File: src/rtl/life_step_controller.sv
`timescale 1ns/1ps
`default_nettype none
// ============================================================================
//  Module   : life_step_controller
//  Purpose  : Sequences one Game-of-Life (B3/S23) generation over the arena.
//             Cells are visited in row-major order. For each cell the 3x3
//             neighbourhood is read through a 1-cycle read port (k = 0..8,
//             k = 4 is the cell itself). The live-neighbour count is
//             accumulated, and the next state is written to the back buffer
//             in a single WRITE cycle.
//  Ports    : clk        - system clock, rising edge
//             reset      - asynchronous active-low reset
//             step_start - request one generation (sampled only in IDLE)
//             step_busy  - high in READ and WRITE
//             step_done  - one-cycle pulse after the last cell is written
//             rd_start / rd_ready / rd_column / rd_row / rd_value
//                        - cell read port; rd_value is valid with rd_ready
//             wr_en / wr_column / wr_row / wr_value
//                        - next-generation write strobe and data
//  Options  : LIFE_TORUS_EN - when defined, neighbour coordinates wrap
//             around the arena edges, so all 9 reads are always issued.
//             When undefined, off-arena neighbours count as dead and no
//             read is issued for them. A cell still takes 9 cycles.
//  Revision : 1.0 - initial release
// ============================================================================
module life_step_controller #(
    parameter int ARENA_WIDTH  = 10,
    parameter int ARENA_HEIGHT = 10
) (
    input  logic       clk,
    input  logic       reset,
    input  logic       step_start,
    output logic       step_busy,
    output logic       step_done,
    output logic       rd_start,
    input  logic       rd_ready,
    output logic [7:0] rd_column,
    output logic [7:0] rd_row,
    input  logic       rd_value,
    output logic       wr_en,
    output logic [7:0] wr_column,
    output logic [7:0] wr_row,
    output logic       wr_value
);

    localparam logic [7:0] c_LAST_COL = 8'(ARENA_WIDTH - 1);
    localparam logic [7:0] c_LAST_ROW = 8'(ARENA_HEIGHT - 1);
    localparam logic [8:0] c_WIDTH9   = 9'(ARENA_WIDTH);
    localparam logic [8:0] c_HEIGHT9  = 9'(ARENA_HEIGHT);

    typedef enum logic [1:0] {
        S_IDLE  = 2'd0,
        S_READ  = 2'd1,
        S_WRITE = 2'd2,
        S_DONE  = 2'd3
    } state_t;

    state_t     r_state;
    state_t     w_state_nxt;
    logic [7:0] r_col;
    logic [7:0] r_row;
    logic [3:0] r_k;
    logic [3:0] r_cnt;
    logic       r_self;

    logic [1:0] w_cidx;
    logic [1:0] w_ridx;
    logic [8:0] w_ncol_raw;
    logic [8:0] w_nrow_raw;
    logic [7:0] w_ncol;
    logic [7:0] w_nrow;
    logic       w_inb;
    logic       w_advance;
    logic       w_sample;
    logic       w_last_cell;

    // Neighbour index k -> (row offset + 1, column offset + 1).
    always_comb begin
        w_ridx = 2'd2;
        w_cidx = 2'd2;
        case (r_k)
            4'd0: begin w_ridx = 2'd0; w_cidx = 2'd0; end
            4'd1: begin w_ridx = 2'd0; w_cidx = 2'd1; end
            4'd2: begin w_ridx = 2'd0; w_cidx = 2'd2; end
            4'd3: begin w_ridx = 2'd1; w_cidx = 2'd0; end
            4'd4: begin w_ridx = 2'd1; w_cidx = 2'd1; end
            4'd5: begin w_ridx = 2'd1; w_cidx = 2'd2; end
            4'd6: begin w_ridx = 2'd2; w_cidx = 2'd0; end
            4'd7: begin w_ridx = 2'd2; w_cidx = 2'd1; end
            default: begin w_ridx = 2'd2; w_cidx = 2'd2; end
        endcase
    end

    // 9-bit neighbour coordinates: -1 becomes 9'h1FF, and one past the last
    // column/row becomes W/H. Both values are >= the arena size, so a
    // single unsigned compare detects "off the arena".
    assign w_ncol_raw = {1'b0, r_col} + {7'b0, w_cidx} - 9'd1;
    assign w_nrow_raw = {1'b0, r_row} + {7'b0, w_ridx} - 9'd1;

`ifdef LIFE_TORUS_EN
    always_comb begin
        if (w_ncol_raw == 9'h1FF)
            w_ncol = c_LAST_COL;
        else if (w_ncol_raw == c_WIDTH9)
            w_ncol = 8'd0;
        else
            w_ncol = w_ncol_raw[7:0];

        if (w_nrow_raw == 9'h1FF)
            w_nrow = c_LAST_ROW;
        else if (w_nrow_raw == c_HEIGHT9)
            w_nrow = 8'd0;
        else
            w_nrow = w_nrow_raw[7:0];

        w_inb = 1'b1;
    end
`else
    assign w_ncol = w_ncol_raw[7:0];
    assign w_nrow = w_nrow_raw[7:0];
    assign w_inb  = (w_ncol_raw < c_WIDTH9) && (w_nrow_raw < c_HEIGHT9);
`endif

    // An off-arena neighbour is consumed in one cycle as a dead cell.
    assign w_advance   = !w_inb || rd_ready;
    assign w_sample    = w_inb && rd_value;
    assign w_last_cell = (r_col == c_LAST_COL) && (r_row == c_LAST_ROW);

    // ------------------------------------------------------------------
    // State register
    // ------------------------------------------------------------------
    always_ff @(posedge clk or negedge reset) begin
        if (!reset)
            r_state <= S_IDLE;
        else
            r_state <= w_state_nxt;
    end

    // ------------------------------------------------------------------
    // Next-state and output decode (outputs depend only on registers,
    // so an asynchronous reset clears them immediately)
    // ------------------------------------------------------------------
    always_comb begin
        w_state_nxt = r_state;
        step_busy   = 1'b0;
        step_done   = 1'b0;
        rd_start    = 1'b0;
        rd_column   = 8'd0;
        rd_row      = 8'd0;
        wr_en       = 1'b0;
        wr_column   = 8'd0;
        wr_row      = 8'd0;
        wr_value    = 1'b0;
        case (r_state)
            S_IDLE: begin
                if (step_start)
                    w_state_nxt = S_READ;
            end
            S_READ: begin
                step_busy = 1'b1;
                if (w_inb) begin
                    rd_start  = 1'b1;
                    rd_column = w_ncol;
                    rd_row    = w_nrow;
                end
                if (w_advance && (r_k == 4'd8))
                    w_state_nxt = S_WRITE;
            end
            S_WRITE: begin
                step_busy = 1'b1;
                wr_en     = 1'b1;
                wr_column = r_col;
                wr_row    = r_row;
                wr_value  = (r_cnt == 4'd3) || (r_self && (r_cnt == 4'd2));
                w_state_nxt = w_last_cell ? S_DONE : S_READ;
            end
            default: begin
                step_done   = 1'b1;
                w_state_nxt = S_IDLE;
            end
        endcase
    end

    // ------------------------------------------------------------------
    // Cursor, neighbour index and live-neighbour accumulator
    // ------------------------------------------------------------------
    always_ff @(posedge clk or negedge reset) begin
        if (!reset) begin
            r_col  <= 8'd0;
            r_row  <= 8'd0;
            r_k    <= 4'd0;
            r_cnt  <= 4'd0;
            r_self <= 1'b0;
        end else begin
            case (r_state)
                S_IDLE: begin
                    if (step_start) begin
                        r_col  <= 8'd0;
                        r_row  <= 8'd0;
                        r_k    <= 4'd0;
                        r_cnt  <= 4'd0;
                        r_self <= 1'b0;
                    end
                end
                S_READ: begin
                    if (w_advance) begin
                        // The centre cell selects survival; it is not a neighbour.
                        if (r_k == 4'd4)
                            r_self <= w_sample;
                        else
                            r_cnt <= r_cnt + {3'b0, w_sample};
                        if (r_k != 4'd8)
                            r_k <= r_k + 4'd1;
                    end
                end
                S_WRITE: begin
                    r_k    <= 4'd0;
                    r_cnt  <= 4'd0;
                    r_self <= 1'b0;
                    if (r_col == c_LAST_COL) begin
                        r_col <= 8'd0;
                        r_row <= (r_row == c_LAST_ROW) ? 8'd0 : r_row + 8'd1;
                    end else begin
                        r_col <= r_col + 8'd1;
                    end
                end
                default: begin
                end
            endcase
        end
    end

endmodule
`default_nettype wire

File: config.mk
export PLATFORM = sky130hd
export DESIGN_NAME = life_step_controller
export DESIGN_NICKNAME = d
export VERILOG_FILES = /design/src/rtl/life_step_controller.sv
export SDC_FILE = /design/constraint.sdc
export NUM_CORES = 1
export LEC_CHECK = 0
export BUFFER_PORTS_ARGS = -buffer_cell sky130_fd_sc_hd__buf_2
export CAP_MARGIN = 20
export CORE_MARGIN = 2
export CORE_UTILIZATION = 50
export CTS_CLUSTER_DIAMETER = 40
export CTS_CLUSTER_SIZE = 25
export DETAILED_ROUTE_END_ITERATION = 6
export PLACE_DENSITY_LB_ADDON = 0.25
export SYNTH_ARGS = -nofsm -noshare
export SYNTH_HDL_FRONTEND = slang
export SYNTH_SLANG_ARGS = --single-unit
File: constraint.sdc
create_clock -name clk -period 4.1 [get_ports clk]
set_clock_uncertainty 0.05 [all_clocks]
set_input_delay 0.82 -clock clk [delete_from_list [all_inputs] [get_ports clk]]
set_output_delay 0.82 -clock clk [all_outputs]
set_load 0.01 [all_outputs]
==> impl_metrics.csv <==
group,metric,value,unit
yosys,ys_ff_latch,27,
timing,fin_crit,4.673,ns
worst_setup_path,path_cells,"ha_1 -> o21ai_2 -> ha_1 -> inv_1 -> ha_1 -> fa_1 -> o22ai_1 -> o31ai_1 -> a221oi_2 -> nand4_1 -> or4_4 -> nor2_4 -> buf_6 -> and3_4 -> buf_6",
placed_design,io_buffers,33,
timing,slew_headroom,0.4516,
power,p_leak,1.693,nW
worst_setup_path,reg2regPathDepth,19,
floorplan,io_pins,42,
min_path,min-delay-path-class,"flip-flop to flip-flop",
power,peakVddDrop,0.2448,mV
timing,hold_viol,0,
power,power_per_cell_area,457.6,mW/mm²
final_layout,postLayoutCellArea,0.003443,mm²
final_layout,stdcell_count,470,
global_route,gr-total-overflow,0,
worst_setup_path,crit_path_end_kind,"primary output",
yosys,yosysWarnings,0,
worst_setup_path,crit_required,3.23,ns
worst_setup_path,critPathTopFamily,"adder cells",
worst_setup_path,timing.rr.end,"r_cnt[2]$_DFFE_PN0P_",
worst_setup_path,crit_type,"flip-flop to primary output",
placed_design,place_ws,-0.3342,ns
timing,finalWorstSetupSlack,-0.5734,ns
routing,num_vias,2629,
final_layout,diodes,0,
placed_design,dpl_cell_area,0.003233,mm²
floorplan,start_util,0.5206,
worst_setup_path,reg2reg_from,"r_k[1]$_DFFE_PN0P_",
yosys,synth.avg_cell_area,8.333,µm²
clocking,cts_tree,"yes",
yosys,synthFlopType,"dfrtp_1",
timing,fmax,0.2140,GHz
floorplan,die_w,79.72,µm
placed_design,dpl.cell_count,460,
yosys,async_flop_share,1.000,
floorplan,chipHeight,79.72,µm
yosys,seq_area_frac_synth,0.2357,
yosys,synth_area,0.002866,mm²
routing,wl,6767,µm
yosys,synth.top_cell.area_share,0.2357,
clocking,clock_latency,0.27,ns
worst_setup_path,cpPeakStageDelay,0.53,ns
yosys,synthCells,344,
worst_setup_path,worst_setup_path_start_kind,"flip-flop",
clocking,cts_max_level,1,
yosys,synthMuxAreaShare,0.01440,
routing,drt_pre_antenna_iters,5,
routing,first_iter_violations,125,
global_route,grt_pass1_wl,11560,µm
worst_setup_path,slowest_stage,"or4_4",
clocking,cts.sinks,27,
yosys,synth_xor_area_frac,0.02139,
global_route,grt_max_degree,28,
timing,finalMaxSlewViolations,0,
final_layout,final_util,0.6253,
global_route,grtUsageTotal,0.2248,
routing,drc,0,
yosys,synth_edf_count,0,
run_status,status,"finished, violations left",
yosys,synth_simple_gate_area_frac,0.2475,
clocking,clock-root-buffer,"clkbuf_8",
floorplan,rows,27,
global_route,antenna_found_initial,0,
final_layout,areaGrowthSynthToFinish,20.12,%
final_layout,nNetsFinal,453,
timing,tightestPinTransition,0.7997,ns
yosys,synth_top_family_by_area,"simple AND/OR/NAND/NOR gates",
routing,viasPerCell,5.594,
yosys,yosysUniqueCellTypes,51,
clocking,clkTransAtPathRegs,0.09,ns
clocking,cts_hold_buffers,0,
final_layout,fillers,467,
job,cap_violations,0,
yosys,synth_fa_ha_area_frac,0.2191,
placed_design,dp_hpwl,5060,µm
run_status,violations,"negative setup slack",
final_layout,drive_above_1_share,0.2437,
clocking,cts_made_buffers,3,
clocking,cts_max_path_buffers,2,
floorplan,dieArea,0.006354,mm²
yosys,synth_compound_area_frac,0.1833,
min_path,hold_path_depth,2,
yosys,synth_top_cell_by_area,"dfrtp_1",
yosys,synth.area.top_cells,"dfrtp_1 24%, ha_1 21%, o21ai_0 4.7%",
timing,post-route-period-util,1.140,
routing,wire_per_inst,14.40,µm
worst_setup_path,critPathArrivalTime,3.80,ns
floorplan,core-area,0.005507,mm²
timing,rsz0062_at_grt,"true",
placed_design,place_congestion,0.9529,
min_path,worstHoldEndpoint,"r_col[1]$_DFFE_PN0P_",
routing,antenna_left,0,
worst_setup_path,reg2reg_slack,-0.33,ns
timing,setup_viol,13,
global_route,grt_pass1_vias,2500,
worst_setup_path,cp_max_fo,5,
worst_setup_path,cpMostUsedCell,"ha_1",
min_path,worstHoldStart,"r_col[1]$_DFFE_PN0P_",
timing,setup_tns,-5.625,ns
worst_setup_path,worst-path-buf-inv,3,
-- cell type report --
cell class              count  area (µm²)  share of cell area
well taps                  72       90.09             0.02616
flip-flops and latches     27       676.9              0.1966
repair buffers             58       387.9              0.1126
inverters                  33       123.9             0.03597
clock buffers               4       45.04             0.01308
multi-input cells         276        2120              0.6156
-- report_power, final --
part	switching (mW)	internal (mW)
sequential	0.0359	0.298
combinational	0.586	0.499
clock	0.0874	0.0698
-- worst register-to-register path, delay by kind of cell, from the launching register on --
family | cells | cell delay (ns)
and+or+nand+nor | 7 | 1.56
adders and majority gates | 6 | 1.41
AOI/OAI and AO/OA | 4 | 0.71
DFF | 1 | 0.47
buffers and inverters | 2 | 0.17
-- routing by layer --
layer  vias to the layer above  part of all wire  wire, µm  track usage
met2                        66              0.47      3190       0.3681
met1                      1242              0.48      3217       0.3075
met4                         0             0.021       140      0.08276
met3                        13             0.032       219      0.02036
met5                         -                 0         0            0
li1                       1308                 -         -            -
-- timing repair --
| action | 4_1_cts | 5_1_grt |
|---|---|---|
| setup buffers | 5 | 1 |
| pin swaps | 10 | 2 |
| setup endpoints to repair | 13 | 13 |
| resized for setup | 20 | 6 |
-- through the flow --
step	power (mW)	hold WS, ns
finish	1.576	0.5006
global route	1.724	0.5226
CTS	1.520	0.4995
detailed placement	1.288	0.4738
global placement	1.280	0.4731
floorplan	1.014	0.4240
-- state kept, by name, summed over array words and instances (netlist names) --
register and flops:
r_cnt 4, r_col 8, r_k 4, r_row 8, r_self 1, r_state 2
-- synth_stat cells (2+ instances only) --
master     n
o31ai_1   10
or4b_2     3
o221ai_1   2
o21ai_0   27
and2_1    19
xnor2_1    6
o21bai_1   3
nand2b_1   2
buf_4      9
mux2i_1    3
fa_1       2
nand4_1    8
nor3_1     4
nor4b_1    2
nand3_1   20
and3_1     6
nand2_1   26
dfrtp_1   27
a211oi_1   4
and3b_1    2
o22ai_1    2
a211o_1    3
o21a_1     2
ha_1      47
nand3b_1   3
a21oi_1   14
nor2_1    23
nor2b_1    6
inv_1     33
clkbuf_1   5
-- how the worst max path moves through the flow --
stage,slack [ns],cells past startpoint,start,end
3_5_place_dp,-0.33,21,r_k[0]$_DFFE_PN0P_,r_cnt[2]$_DFFE_PN0P_
3_3_place_gp,-0.26,19,r_k[0]$_DFFE_PN0P_,r_cnt[2]$_DFFE_PN0P_
5_1_grt,-0.71,15,r_k[1]$_DFFE_PN0P_,rd_row[2]
6_report,-0.57,15,r_k[1]$_DFFE_PN0P_,rd_row[1]
4_1_cts,-0.51,16,r_k[0]$_DFFE_PN0P_,rd_column[1]
2_1_floorplan,-0.04,20,r_k[0]$_DFFE_PN0P_,r_cnt[2]$_DFFE_PN0P_
-- cells by family (layout without fill, tap and decap cells) --
kind of cell / count (synthesis) / after routing
fa+ha+maj: 49 / 49
compound gates: 78 / 78
simple gates: 130 / 130
flops: 27 / 27
buf+inv: 48 / 95
mux: 4 / 4
xor+xnor: 7 / 7
other cells: 1 / 8
-- cells in the final DEF, fill, tap and decap left out, types with 5 or more instances in the layout --
cell | Yosys | routed
a21oi_1 | 14 | 13
and2_1 | 19 | 19
buf_2 | 0 | 28
buf_4 | 9 | 24
buf_6 | 1 | 6
conb_1 | 1 | 8
dfrtp_1 | 27 | 26
ha_1 | 47 | 41
inv_1 | 33 | 30
nand2_1 | 26 | 25
nand3_1 | 20 | 19
nand4_1 | 8 | 8
nor2_1 | 23 | 19
nor2b_1 | 6 | 5
o21ai_0 | 27 | 26
o31ai_1 | 10 | 10
xnor2_1 | 6 | 5
(Power assumes the default switching activity.)
